===== config.mk =====
export PLATFORM = sky130hd
export DESIGN_NAME = alu_op_responder_flat
export DESIGN_NICKNAME = d
export VERILOG_FILES = /design/src/rtl/alu_op_responder_if.sv /design/src/rtl/alu_op_responder.sv /design/src/flat_wrapper.sv
export SDC_FILE = /design/constraint.sdc
export NUM_CORES = 1
export LEC_CHECK = 0
export ABC_AREA = 1
export BUFFER_PORTS_ARGS = -buffer_cell sky130_fd_sc_hd__buf_2
export CORE_MARGIN = 8
export CORE_UTILIZATION = 55
export CTS_BUF_LIST = sky130_fd_sc_hd__clkbuf_16
export DETAILED_ROUTE_END_ITERATION = 10
export PLACE_DENSITY = 0.76
export SKIP_CTS_REPAIR_TIMING = 1
export SLEW_MARGIN = 25
export SYNTH_ARGS = -nofsm -noshare
export SYNTH_HDL_FRONTEND = slang
export SYNTH_SLANG_ARGS = --single-unit

===== constraint.sdc =====
create_clock -name clk -period 3.44 [get_ports clk]
set_input_delay 0.172 -clock clk [delete_from_list [all_inputs] [get_ports clk]]
set_output_delay 0.172 -clock clk [all_outputs]
set_load 0.03 [all_outputs]

===== src/rtl/alu_op_responder_if.sv =====
// Request/response bundle for alu_op_responder.
//   master: op-issuing controller side; drives requests and consumes responses
//   slave : responder side; accepts requests and presents queued results
//   req_valid/req_ready/req_op/req_a/req_b : request channel (op 00=AND 01=OR 10=ADD 11=SUB)
//   rsp_valid/rsp_ready/rsp_result/rsp_carry: response channel, head of FIFO
//   rsp_count                               : entries currently queued
interface alu_op_responder_if #(
  parameter int unsigned WIDTH = 8,
  parameter int unsigned DEPTH = 4
);
  localparam int unsigned CntW = $clog2(DEPTH) + 1;

  logic             req_valid;
  logic             req_ready;
  logic [1:0]       req_op;
  logic [WIDTH-1:0] req_a;
  logic [WIDTH-1:0] req_b;
  logic             rsp_valid;
  logic             rsp_ready;
  logic [WIDTH-1:0] rsp_result;
  logic             rsp_carry;
  logic [CntW-1:0]  rsp_count;

  modport master (
    output req_valid, req_op, req_a, req_b, rsp_ready,
    input  req_ready, rsp_valid, rsp_result, rsp_carry, rsp_count
  );

  modport slave (
    input  req_valid, req_op, req_a, req_b, rsp_ready,
    output req_ready, rsp_valid, rsp_result, rsp_carry, rsp_count
  );
endinterface


===== src/rtl/alu_op_responder.sv =====
// ALU request/response server: computes AND/OR/ADD/SUB on each accepted request in one
// cycle and queues {carry,result} in an in-order FIFO drained by the consumer.
//   clk : rising-edge clock
//   rst : asynchronous active-high reset, flushes the FIFO
//   bus : alu_op_responder_if.slave (request channel in, response channel out)
module alu_op_responder #(
  parameter int unsigned WIDTH = 8,
  parameter int unsigned DEPTH = 4
) (
  input logic               clk,
  input logic               rst,
  alu_op_responder_if.slave bus
);
  localparam int unsigned PtrW = $clog2(DEPTH);
  localparam int unsigned CntW = $clog2(DEPTH) + 1;

  localparam logic [PtrW-1:0] PtrOne = PtrW'(1);
  localparam logic [CntW-1:0] CntOne = CntW'(1);
  localparam logic [CntW-1:0] CntMax = CntW'(DEPTH);

  // Each entry stores {carry, result}.
  logic [WIDTH:0]   r_mem [DEPTH];
  logic [PtrW-1:0]  r_wr_ptr;
  logic [PtrW-1:0]  r_rd_ptr;
  logic [CntW-1:0]  r_count;

  logic             w_req_ready;
  logic             w_rsp_valid;
  logic             w_push;
  logic             w_pop;
  logic [WIDTH:0]   w_entry;
  logic [CntW-1:0]  w_count_next;

  // Ready depends only on registered occupancy, so a full FIFO refuses a push even
  // when a pop happens in the same cycle.
  assign w_req_ready = (r_count < CntMax);
  assign w_rsp_valid = (r_count != '0);
  assign w_push      = bus.req_valid & w_req_ready;
  assign w_pop       = w_rsp_valid & bus.rsp_ready;

  always_comb begin
    w_entry = '0;
    case (bus.req_op)
      2'b00: w_entry = {1'b0, bus.req_a & bus.req_b};
      2'b01: w_entry = {1'b0, bus.req_a | bus.req_b};
      2'b10: w_entry = {1'b0, bus.req_a} + {1'b0, bus.req_b};
      // Bit WIDTH of the widened difference is the borrow, i.e. (a < b) unsigned.
      2'b11: w_entry = {1'b0, bus.req_a} - {1'b0, bus.req_b};
      default: w_entry = '0;
    endcase
  end

  always_comb begin
    w_count_next = r_count;
    case ({w_push, w_pop})
      2'b10:   w_count_next = r_count + CntOne;
      2'b01:   w_count_next = r_count - CntOne;
      default: w_count_next = r_count;
    endcase
  end

  always_ff @(posedge clk or posedge rst) begin
    if (rst) begin
      for (int i = 0; i < int'(DEPTH); i++) begin
        r_mem[i] <= '0;
      end
      r_wr_ptr <= '0;
      r_rd_ptr <= '0;
      r_count  <= '0;
    end else begin
      if (w_push) begin
        r_mem[r_wr_ptr] <= w_entry;
        r_wr_ptr        <= r_wr_ptr + PtrOne;
      end
      if (w_pop) begin
        r_rd_ptr <= r_rd_ptr + PtrOne;
      end
      r_count <= w_count_next;
    end
  end

  assign bus.req_ready  = w_req_ready;
  assign bus.rsp_valid  = w_rsp_valid;
  assign bus.rsp_result = w_rsp_valid ? r_mem[r_rd_ptr][WIDTH-1:0] : '0;
  assign bus.rsp_carry  = w_rsp_valid ? r_mem[r_rd_ptr][WIDTH]     : 1'b0;
  assign bus.rsp_count  = r_count;
endmodule


===== src/flat_wrapper.sv =====
// flat-port wrapper written by rule: the top's interface ports become plain ports
module alu_op_responder_flat 
#(
  parameter int unsigned WIDTH = 8,
  parameter int unsigned DEPTH = 4
)
  (clk, rst, bus_req_valid, bus_req_op, bus_req_a, bus_req_b, bus_rsp_ready, bus_req_ready, bus_rsp_valid, bus_rsp_result, bus_rsp_carry, bus_rsp_count);
  alu_op_responder_if #(.WIDTH(WIDTH), .DEPTH(DEPTH)) bus_i ();
  input logic clk;
  input logic rst;
  input wire logic [$bits(bus_i.req_valid)-1:0] bus_req_valid;
  input wire logic [$bits(bus_i.req_op)-1:0] bus_req_op;
  input wire logic [$bits(bus_i.req_a)-1:0] bus_req_a;
  input wire logic [$bits(bus_i.req_b)-1:0] bus_req_b;
  input wire logic [$bits(bus_i.rsp_ready)-1:0] bus_rsp_ready;
  output wire logic [$bits(bus_i.req_ready)-1:0] bus_req_ready;
  output wire logic [$bits(bus_i.rsp_valid)-1:0] bus_rsp_valid;
  output wire logic [$bits(bus_i.rsp_result)-1:0] bus_rsp_result;
  output wire logic [$bits(bus_i.rsp_carry)-1:0] bus_rsp_carry;
  output wire logic [$bits(bus_i.rsp_count)-1:0] bus_rsp_count;
  assign bus_i.req_valid = bus_req_valid;
  assign bus_i.req_op = bus_req_op;
  assign bus_i.req_a = bus_req_a;
  assign bus_i.req_b = bus_req_b;
  assign bus_i.rsp_ready = bus_rsp_ready;
  assign bus_req_ready = bus_i.req_ready;
  assign bus_rsp_valid = bus_i.rsp_valid;
  assign bus_rsp_result = bus_i.rsp_result;
  assign bus_rsp_carry = bus_i.rsp_carry;
  assign bus_rsp_count = bus_i.rsp_count;
  alu_op_responder #(.WIDTH(WIDTH), .DEPTH(DEPTH)) u_core (.clk(clk), .rst(rst), .bus(bus_i));
endmodule

; ---- After elaboration in Yosys (flattened, before gate mapping)
; Index checks and enable logic that the tools add are counted.
[totals]
reg_bits = 43
input_bits = 22
output_inout_bits = 14
elab_cells = 42
[op_classes]
addsub = 6
n_lt_le_gt_ge = 4
n_eq_ne = 5
muxes = 10
n_bitwise = 6
reduce_logical = 4
[op_table]
columns = op, count
row1 = 36-bit bitwise mux, 1
row2 = 9-bit one-hot mux with 4 select lines, 1
row3 = 9-bit two-way mux, 3
row4 = 9-bit binary-select mux with 2-bit select, 1
row5 = 9-bit demux with 2-bit select, 1
row6 = 8-bit by 8-bit adder with 9-bit output, 1
row7 = 8-bit by 8-bit subtractor with 9-bit output, 1
row8 = 8-bit bitwise AND, 1
row9 = 8-bit two-way mux, 1
row10 = 8-bit bitwise OR, 1
row11 = 2-bit equality test (second input constant), 3
row12 = 3-bit >= comparator (second input constant), 2
row13 = 2-bit NOT with 3-bit output, 2
row14 = 3-bit one-hot mux with 2 select lines, 1
row15 = 2-bit by 1-bit adder with 2-bit output (second input constant), 2
row16 = 2-bit by 1-bit equality test with 1-bit output (second input constant), 2
row17 = 3-bit by 1-bit adder with 3-bit output (second input constant), 1
row18 = 3-bit by 1-bit less-than comparator with 1-bit output (second input constant), 1
row19 = 3-bit less-than comparator (second input constant), 1
row20 = 3-bit nonzero test, 1
row21 = 3-bit by 1-bit subtractor with 3-bit output (second input constant), 1
row22 = 1-bit bitwise AND, 2
row23 = 2-bit logical NOT, 1
row24 = 2-bit nonzero test, 1
row25 = other kinds (2), 2

; ---- Depth between registers and ports, before layout
; Gate-level depths: netlist (run 1).
[logic_depth]
word_depth = 6
depth_mapped = 18
ltp_nobuf = 18

; ---- Worst setup path after synthesis (run 1)
; No wires, ideal clock.
[synth_path]
path_type = flip-flop to flip-flop
startpoint = reg u_core.r_count[2] (netlist: u_core.bus.rsp_count[2])
endpoint = reg u_core.r_count[1] (netlist: u_core.bus.rsp_count[1])
setup_ns = 0.083
arrival_time_ns = 1.967
required_ns = 3.357
slack_ns = 1.390
stages_incl_launch_ff = 9
path_buffers = 0
synth_period_minus_slack_ns = 2.050
cell_sequence = dfrtp_1 nor3_4 inv_2 nand2_2 inv_1 ha_1 inv_1 fa_1 o21ai_0
[synth_via]
elab_chain_len = 4
elab_cells_between_ends = 8
cone_classes = order compare (1) / eq/ne (2) / mux (1) / bitwise (2) / reduce/logical (2)
[synth_lines]
columns = element, line_no
row1 = "start, declared", alu_op_responder.sv:25  ; logic [CntW-1:0] r_count;
row2 = "start signal, assigned", alu_op_responder.sv:78  ; r_count <= w_count_next;
row3 = 3-bit nonzero test *, alu_op_responder.sv:37  ; assign w_rsp_valid = (r_count != '0);
row4 = via bus_rsp_valid, flat_wrapper.sv:17  ; output wire logic [$bits(bus_i.rsp_valid)-1:0] bus_rsp_valid;
row5 = 1-bit bitwise AND *, alu_op_responder.sv:39  ; assign w_pop = w_rsp_valid & bus.rsp_ready;
row6 = via u_core.w_pop, alu_op_responder.sv:30  ; logic w_pop;
row7 = 2-bit by 1-bit equality test with 1-bit output / 2-bit equality test (equally long branches), alu_op_responder.sv:55  ; case ({w_push, w_pop})
row8 = 3-bit one-hot mux with 2 select lines / 2-bit nonzero test (equally long branches), -
; Mark *: on every way through the listed nets, which the timed path passes. The rest lies on a longest branch.
; A chain may end at the register's enable or synchronous reset.

; ---- Worst setup path after layout (run 1)
[layout_path]
startpoint = reg u_core.r_rd_ptr[0]
endpoint = out bus_rsp_result[0]
[layout_via]
elab_chain_len = 5
[layout_lines]
columns = element, line_no
row1 = "start, declared", alu_op_responder.sv:24  ; logic [PtrW-1:0] r_rd_ptr;
row2 = "start signal, assigned", alu_op_responder.sv:76  ; r_rd_ptr <= r_rd_ptr + PtrOne;
row3 = 2-bit NOT with 3-bit output (implied by the code), alu_op_responder.sv:84  ; assign bus.rsp_result = w_rsp_valid ? r_mem[r_rd_ptr][WIDTH-1:0] : '0;
row4 = 9-bit binary-select mux with 2-bit select, alu_op_responder.sv:84
row5 = 9-bit two-way mux (implied by the code) (2 in series), alu_op_responder.sv:84
row6 = 8-bit two-way mux, alu_op_responder.sv:84
row7 = "end, declared", flat_wrapper.sv:18  ; output wire logic [$bits(bus_i.rsp_result)-1:0] bus_rsp_result;
; Every way passes these cells. The select of a mux whose other input is x is not followed.

==> results.sh, run 1 <==
export IMPL_outcome="finished with violations"
export IMPL_violations="negative hold slack"
export IMPL_path_cells="inv_2, a21oi_1, o21ai_0, a21oi_1, buf_2"
export IMPL_antenna_found_initial=0
export IMPL_antenna_cells=0
export IMPL_critical_path_slowest_cell="dfrtp_1"
export IMPL_synth_top_area_share=0.370
export IMPL_numCtsBuffers=5
export IMPL_cp_max_fo=21
export IMPL_p_leak_uw=0.00183
export IMPL_grt_pass1_vias=2685
export IMPL_vias=2656
export IMPL_ys_ff_latch=43
export IMPL_slew_violations=0
export IMPL_ir_drop_mv=0.400
export IMPL_initial_core_util=0.570
export IMPL_drc=0
export IMPL_critPathTopFamily="flip-flops"
export IMPL_hold_path_class="in2async"
export IMPL_num_fill_cells=468
export IMPL_power_uw=2800
export IMPL_rsz0062_at_grt="false"
export IMPL_clockBufferDepth=2
export IMPL_portBuffers=35
export IMPL_crit_start="u_core.r_rd_ptr[0]$_DFFE_PP0P_"
export IMPL_slew_headroom=0.394
export IMPL_reg2reg_from="u_core.bus.rsp_count[0]$_DFFE_PP0P_"
export IMPL_period_share=0.664
export IMPL_grt_max_degree=26
export IMPL_finalSetupTns_ns=0
export IMPL_ff_latch_area_um2=1080
export IMPL_root_buffer="clkbuf_16"
export IMPL_syn_nets=438
export IMPL_worst_pin_slew_ns=0.903
export IMPL_synth_area_per_cell_um2=7.31
export IMPL_num_io_pins=36
export IMPL_hold_viol=23
export IMPL_cpMostUsedCell="a21oi_1"
export IMPL_synth_largest_area_cell="dfrtp_1"
export IMPL_final_util=0.642
export IMPL_dieHeight_um=88.7
export IMPL_syn_to_final_growth_pct=12.6
export IMPL_cts_htree_levels=2
export IMPL_min_period_ns=2.28
export IMPL_fin_nets=475
export IMPL_grtUsageTotal=0.197
export IMPL_rr_endpoint="u_core.bus.rsp_count[1]$_DFFE_PP0P_"
export IMPL_synth_edf_count=0
export IMPL_initialDrtViolationCount=172
export IMPL_cp_start_kind="flip-flop"
export IMPL_place_congestion=0.930
export IMPL_async_flop_share=1.00
export IMPL_grt_overflow_total=0
export IMPL_cts_tree="built"
export IMPL_synth_common_cells="nand2_1 (123), dfrtp_1 (43), nor2_1 (43)"
export IMPL_wl_um=7130
export IMPL_power_density_nw_per_um2=854
export IMPL_worst_r2r_setup_slack_ns=1.39
export IMPL_fmax_mhz=438
export IMPL_yosysMostFrequentCell="nand2_1"
export IMPL_synth_cell_types=32
export IMPL_synth_ff_type="dfrtp_1"
export IMPL_fp_dieArea_um2=7870
export IMPL_cp_data_arrival_time_ns=2.11
export IMPL_antenna_left=0
export IMPL_insertion_delay_ns=0.28
export IMPL_multiInputGateArea_um2=1600
export IMPL_worst_path_buf_inv=2
export IMPL_whs_ns=-0.0336
export IMPL_setup_worst_path_end="bus_rsp_result[0]"
export IMPL_fin_skew_ns=0.00312
export IMPL_layout_setup_ws_ns=1.16
export IMPL_path_clk_slew_ns=0.06
export IMPL_synthesis_area_um2=2910
export IMPL_grt_pass1_wl_um=12100
export IMPL_cp_slowest_stage_delay_ns=0.82
export IMPL_dp_slack_ns=1.15
export IMPL_cp_end_kind="primary output"
export IMPL_ys_warn_count=0
export IMPL_routedWlPerCell_um=14.1
export IMPL_crit_type="reg2out"
export IMPL_drv_cap=0
export IMPL_dpl_hpwl_um=5280
export IMPL_crit_cells=5
export IMPL_r2r_cells=8
export IMPL_die_w_um=88.7
export IMPL_cts_sinks=43
export IMPL_rows=26
export IMPL_syn_inst=398
export IMPL_seq_area_frac_synth=0.370
export IMPL_core_area_um2=5110
export IMPL_setup_viol=0
export IMPL_drive_gt1_frac=0.193
export IMPL_crit_required_ns=3.27
export IMPL_firstDrtPassIters=4
export IMPL_viasPerCell=5.25
export IMPL_synth_top_cells_by_area="dfrtp_1 (37%), nand2_1 (16%), ha_1 (6.9%)"
==> layout make-up <==
cell class | count | area share
clock buffer | 5 | 0.0382
multi-input combinational | 299 | 0.487
clock inverter | 3 | 0.00382
tap | 70 | 0.0267
inverter | 49 | 0.0584
timing repair buffer | 37 | 0.0580
sequential | 43 | 0.328
==> flip-flops by register name, summed over array words and instances, names as in the netlist <==
| name | flops |
|---|---|
| u_core.bus.rsp_count | 3 |
| u_core.r_mem | 36 |
| u_core.r_rd_ptr | 2 |
| u_core.r_wr_ptr | 2 |
==> placed cells by master (no fill, tap or decap), drive strengths merged <==
cell type / Yosys / routed
nor2: 44 / 44
o21ai: 34 / 34
inv: 49 / 50
ha: 16 / 16
clkinv: 0 / 2
o211ai: 2 / 2
nand2: 139 / 139
o21bai: 1 / 1
fa: 2 / 2
dfrtp: 43 / 43
nand4: 5 / 5
a21oi: 22 / 22
buf: 5 / 37
nor3: 2 / 2
xnor2: 1 / 1
xor2: 9 / 9
nand3b: 1 / 1
nand3: 17 / 17
a31oi: 4 / 4
clkbuf: 2 / 5
==> metrics by stage <==
stage          cell area (µm²)  std cells
6_report                  3280        506
5_1_grt                   3280        506
4_1_cts                   3280        506
3_5_place_dp              3140        498
3_3_place_gp              3140        498
2_1_floorplan             2910        398
==> how the worst min path moves through the flow <==
stage	endpoint	slack, ns	cells past startpoint
global placement	u_core.bus.rsp_count[0]$_DFFE_PP0P_	0.43	2
floorplan	u_core.r_wr_ptr[0]$_DFFE_PP0P_	0.36	2
CTS	u_core.r_mem[15]$_DFFE_PP0P_	0.13	2
finish	u_core.r_mem[23]$_DFFE_PP0P_	-0.03	2
global route	u_core.bus.rsp_count[1]$_DFFE_PP0P_	0.02	2
detailed placement	u_core.r_rd_ptr[0]$_DFFE_PP0P_	0.43	2
==> metal layers <==
layer / global-route usage / routed length [µm] / vias to the layer above
met4: 0.0860 / 113 / 0
met2: 0.361 / 3580 / 89
met5: 0 / 0 / -
li1: - / - / 1335
met1: 0.219 / 3050 / 1224
met3: 0.0279 / 393 / 8
==> worst reg2reg max path, delay by kind of cell, from the launching register on <==
family | cells | cell delay, ns
fa+ha+maj | 2 | 0.60
flops | 1 | 0.44
simple gates | 2 | 0.58
compound gates | 1 | 0.14
buf+inv | 3 | 0.22
==> cells by family after synthesis <==
kind of cell | after synthesis | share of synthesized area
xor+xnor | 10 | 0.0301
buf+inv | 56 | 0.0821
flops | 43 | 0.370
fa+ha+maj | 18 | 0.0825
compound gates | 63 | 0.123
simple gates | 208 | 0.313
==> where the power goes <==
part	internal, µW	leakage [µW]	total (µW)	switching (µW)
clock network	262	0.0000762	445	183
logic	466	0.00121	1410	945
registers	745	0.000538	942	197
Power figures use the tool's default switching activity.
==> inputs of run 2 (changes only) <==
- clock period: 3.44 -> 2.2 ns (I/O delays scaled with it)
==> run 2 against run 1 <==
  * Routed wire length down 3.6%
  * The flow still finishes with violations (negative hold slack)
  * Total power up 56%
  * Clock power up 50%
  * Critical path depth up 13
  * Critical path type is now in2reg
==> results.sh, run 2 (synthesized netlist as in run 1, its figures left out) <==
export IMPL_cpMostUsedCell="nand2_1"
export IMPL_hold_viol=43
export IMPL_slew_violations=0
export IMPL_top_register="u_core.r_mem"
export IMPL_grtUsageTotal=0.196
export IMPL_place_area_um2=3170
export IMPL_syn_to_final_growth_pct=13.4
export IMPL_fin_area_um2=3300
export IMPL_drv_cap=0
export IMPL_grt_overflow_total=0
export IMPL_fin_skew_ns=0.00352
export IMPL_ir_drop_mv=0.629
export IMPL_maxUsedRoutingLayer="met4"
export IMPL_dpl_hpwl_um=5190
export IMPL_largest_reg_flops=36
export IMPL_route_met3_wl_um=476
export IMPL_hold_path_class="in2async"
export IMPL_rows=26
export IMPL_place_congestion=0.913
export IMPL_cp_data_arrival_time_ns=2.11
export IMPL_clockBufferDepth=2
export IMPL_fp_dieArea_um2=7870
export IMPL_initialDrtViolationCount=186
export IMPL_dp_slack_ns=-0.0223
export IMPL_whs_ns=-0.0400
export IMPL_path_clk_slew_ns=0.05
export IMPL_met1_length_um=2860
export IMPL_antenna_cells=0
export IMPL_grt_pass1_vias=2609
export IMPL_vias=2675
export IMPL_drc=0
export IMPL_insertion_delay_ns=0.28
export IMPL_crit_required_ns=2.37
export IMPL_p_leak_uw=0.00184
export IMPL_critical_path_slowest_cell="ha_1"
export IMPL_period_share=0.882
export IMPL_worst_pin_slew_ns=0.557
export IMPL_outcome="finished with violations"
export IMPL_root_buffer="clkbuf_16"
export IMPL_slew_headroom=0.627
export IMPL_die_w_um=88.7
export IMPL_layout_commonest_cell="nand2_1"
export IMPL_rsz0062_at_grt="false"
export IMPL_met2_length_um=3450
export IMPL_power_density_nw_per_um2=1320
export IMPL_violations="negative hold slack"
export IMPL_initial_core_util=0.570
export IMPL_min_period_ns=1.94
export IMPL_cp_end_kind="flip-flop"
export IMPL_cts_tree="built"
export IMPL_antenna_left=0
export IMPL_cp_max_fo=5
export IMPL_antenna_found_initial=0
export IMPL_viasPerCell=5.27
export IMPL_cp_slowest_stage_delay_ns=0.32
export IMPL_core_area_um2=5110
export IMPL_numCtsBuffers=5
export IMPL_drive_gt1_frac=0.199
export IMPL_setup_viol=0
export IMPL_fin_nets=479
export IMPL_dieHeight_um=88.7
export IMPL_routedWlPerCell_um=13.5
export IMPL_cts_htree_levels=2
export IMPL_grt_max_degree=44
export IMPL_grt_pass1_wl_um=12100
export IMPL_cp_start_kind="input port"
export IMPL_portBuffers=35
export IMPL_firstDrtPassIters=4
export IMPL_crit_type="in2reg"
export IMPL_fmax_mhz=515
export IMPL_wl_um=6870
export IMPL_path_cells="buf_2, inv_1, ha_1, nand3_1, nor2_1, nand2_1, nand2_1, xor2_1, inv_1, ha_1, nand2_1, inv_1, a21oi_1, nand3_1, nand3_1, nand2_2, nand2_1, nand2_1"
export IMPL_layout_setup_ws_ns=0.259
export IMPL_final_cell_mix="nand2_1 (123), nor2_1 (43), dfrtp_1 (43)"
export IMPL_cts_sinks=43
export IMPL_num_io_pins=36
==> run 2: cell types whose count changed in the layout (fill, tap and decap cells not counted), sizes merged <==
cell and change:
clkinv -2, buf +4
==> run 2: final cells by class <==
| type | instances | area (µm²) |
|---|---|---|
| tap | 70 | 87.6 |
| multi-input combinational | 299 | 1600 |
| clock inverter | 1 | 3.75 |
| inverter | 49 | 191 |
| fill | 484 | 1810 |
| clock buffer | 5 | 125 |
| timing repair buffer | 41 | 220 |
| sequential | 43 | 1080 |
==> run 2: per-stage QoR <==
stage          power (µW)  hold WS (ns)  instances  utilization  TNS, ns
3_5_place_dp         3710         0.272        502        0.621  -0.0560
4_1_cts              4390       -0.0182        508        0.646        0
2_1_floorplan        3100         0.295        398            -        0
5_1_grt              4750        0.0397        508        0.646        0
6_report             4360       -0.0400        508        0.646        0
3_3_place_gp         3650         0.274        502        0.621        0
==> run 2: layer usage <==
metal,global-route usage,vias up
met1,0.232,1243
met5,0,-
met3,0.0399,6
met4,0.0799,0
li1,-,1345
met2,0.336,81
==> run 2: power breakdown <==
group          total, µW  leakage, µW  internal [µW]  switching [µW]
combinational       2300      0.00124            766            1540
clock                668    0.0000669            403             265
sequential          1390     0.000538           1170             227
total               4360      0.00184           2330            2030
==> run 2: final timing paths <==
check / depth (start not counted) / from / slack (ns) / endpoint
setup / recovery: 18 / bus_req_b[1] / 0.26 / u_core.r_mem[16]$_DFFE_PP0P_
hold / removal: 3 / rst / -0.04 / u_core.bus.rsp_count[1]$_DFFE_PP0P_
setup reg to reg: 10 / u_core.bus.rsp_count[0]$_DFFE_PP0P_ / 0.40 / u_core.bus.rsp_count[2]$_DFFE_PP0P_
hold reg to reg: 2 / u_core.r_mem[4]$_DFFE_PP0P_ / 0.47 / u_core.r_mem[4]$_DFFE_PP0P_
max in group asynchronous: 3 / rst / 1.87 / u_core.r_mem[32]$_DFFE_PP0P_
min in group clk: 3 / bus_req_valid / 0.16 / u_core.r_wr_ptr[0]$_DFFE_PP0P_
==> run 2: critical path: cells and delay by family <==
kind / cells / cell delay (ns)
buffers and inverters: 4 / 0.29
XOR/XNOR: 1 / 0.14
adder cells (fa/ha/maj): 2 / 0.50
AO/OA/AOI/OAI: 1 / 0.17
AND/OR/NAND/NOR: 10 / 0.87
==> inputs of run 3 (changes only) <==
- CORE_UTILIZATION: 55 -> 35
- PLACE_DENSITY: 0.76 -> not set
==> run 3 against run 2 <==
  * Clock-buffer cell count is the same
  * Clock power grew 4.9%
  * Critical path depth unchanged
  * Total power rose by 0.71%
  * Sequential power about the same
  * Final area rose by 1.5%
  * Worst hold slack barely moved
  * Die area up 46%
  * Clock skew is 0.00064 ns lower
  * Setup slack improved by 0.0041 ns
  * Sequential share of layout area decreased by 0.48 points
  * The flow still finishes with violations (negative hold slack)
==> results.sh, run 3 (synthesized netlist as in run 1, its figures left out) <==
export IMPL_dp_cells=537
export IMPL_rsz0062_at_grt="false"
export IMPL_final_cell_mix="nand2_1 (123), nor2_1 (43), dfrtp_1 (43)"
export IMPL_final_util=0.412
export IMPL_setup_viol=0
export IMPL_core_area_um2=8130
export IMPL_portBuffers=35
export IMPL_num_fill_cells=836
export IMPL_path_clk_slew_ns=0.06
export IMPL_vias=2586
export IMPL_initialDrtViolationCount=122
export IMPL_dpl_hpwl_um=5290
export IMPL_clockBufferDepth=2
export IMPL_numCtsBuffers=5
export IMPL_fin_nets=479
export IMPL_cts_sinks=43
export IMPL_fin_area_um2=3350
export IMPL_rr_endpoint="u_core.bus.rsp_count[2]$_DFFE_PP0P_"
export IMPL_slew_headroom=0.630
export IMPL_root_buffer="clkbuf_16"
export IMPL_die_w_um=107
export IMPL_num_io_pins=36
export IMPL_place_congestion=0.861
export IMPL_cp_end_kind="flip-flop"
export IMPL_reg2reg_from="u_core.bus.rsp_count[0]$_DFFE_PP0P_"
export IMPL_cts_htree_levels=2
export IMPL_grt_pass1_vias=2548
export IMPL_worst_r2r_setup_slack_ns=0.43
export IMPL_grt_overflow_total=0
export IMPL_cp_data_arrival_time_ns=2.11
export IMPL_violations="negative hold slack"
export IMPL_routedWlPerCell_um=13.3
export IMPL_cts_tree="built"
export IMPL_grt_max_degree=44
export IMPL_drive_gt1_frac=0.200
export IMPL_crit_required_ns=2.38
export IMPL_cp_max_fo=5
export IMPL_period_share=0.880
export IMPL_initial_core_util=0.358
export IMPL_place_area_um2=3210
export IMPL_layout_cells_non_filler=544
export IMPL_drc=0
export IMPL_outcome="finished with violations"
export IMPL_syn_to_final_growth_pct=15.0
export IMPL_p_leak_uw=0.00184
export IMPL_worst_pin_slew_ns=0.555
export IMPL_power_density_nw_per_um2=1310
export IMPL_r2r_cells=10
export IMPL_hold_viol=43
export IMPL_crit_type="in2reg"
export IMPL_layout_commonest_cell="nand2_1"
export IMPL_finalSetupTns_ns=0
export IMPL_top_register="u_core.r_mem"
export IMPL_grtUsageTotal=0.129
export IMPL_rows=33
export IMPL_fin_skew_ns=0.00288
export IMPL_antenna_found_initial=0
export IMPL_wl_um=7220
export IMPL_insertion_delay_ns=0.28
export IMPL_firstDrtPassIters=7
export IMPL_antenna_cells=0
export IMPL_slew_violations=0
export IMPL_antenna_left=0
export IMPL_cp_start_kind="input port"
export IMPL_drv_cap=0
export IMPL_fp_dieArea_um2=11500
export IMPL_largest_reg_flops=36
export IMPL_grt_pass1_wl_um=12100
export IMPL_ir_drop_mv=0.396
export IMPL_fmax_mhz=516
export IMPL_whs_ns=-0.0396
export IMPL_viasPerCell=4.75
export IMPL_dieHeight_um=107
export IMPL_min_period_ns=1.94
export IMPL_hold_path_class="in2async"
## run 3: changes by cell type in the layout (fill, tap and decap cells not counted)
cell	change
clkinv_2	+1
inv_1	-1
clkinv_1	+1
## run 3: critical path: stages
cell     delay [ns]
buf_2          0.12
inv_1          0.08
ha_1           0.17
nand3_1        0.11
nor2_1         0.13
nand2_1        0.06
nand2_1        0.07
xor2_1         0.14
inv_1          0.05
ha_1           0.32
nand2_1        0.10
inv_1          0.04
a21oi_1        0.19
nand3_1        0.10
nand3_1        0.10
nand2_2        0.08
nand2_1        0.07
nand2_1        0.05
## run 3: worst max-delay path by stage
| stage | from | depth (start not counted) | slack, ns | endpoint |
|---|---|---|---|---|
| global placement | bus_req_b[0] | 18 | 0.05 | u_core.r_mem[25]$_DFFE_PP0P_ |
| CTS | bus_req_b[0] | 18 | 0.27 | u_core.r_mem[16]$_DFFE_PP0P_ |
| global route | bus_req_b[0] | 18 | 0.02 | u_core.r_mem[16]$_DFFE_PP0P_ |
| floorplan | u_core.bus.rsp_count[2]$_DFFE_PP0P_ | 8 | 0.15 | u_core.bus.rsp_count[1]$_DFFE_PP0P_ |
| finish | bus_req_b[0] | 18 | 0.26 | u_core.r_mem[16]$_DFFE_PP0P_ |
| detailed placement | bus_req_b[0] | 18 | -0.02 | u_core.r_mem[16]$_DFFE_PP0P_ |
## run 3: layer usage
layer  routed length (µm)  up-vias  part of all wire  track usage
li1                     -     1343                 -            -
met1                 3220     1189              0.45        0.162
met2                 3500       45              0.48        0.218
met3                  358        9             0.050       0.0228
met4                  144        0             0.020       0.0442
met5                    0        -                 0            0
## run 3: per-stage QoR
step	total power [µW]	setup slack (ns)
floorplan	3100	0.150
global placement	3690	0.0482
detailed placement	3740	-0.0180
CTS	4450	0.274
global route	4750	0.0155
finish	4390	0.263
## run 3: power by group
group,internal (µW),switching [µW]
Sequential,1170,201
Combinational,762,1560
Clock,408,293
Total,2340,2060
## run 3: layout make-up
class	count	area, µm²	share of cell area
clock buffer	5	125	0.0374
clock inverter	2	8.76	0.00262
inverter	49	191	0.0572
multi-input combinational	299	1600	0.476
sequential	43	1080	0.321
tap	105	131	0.0392
timing repair buffer	41	220	0.0658
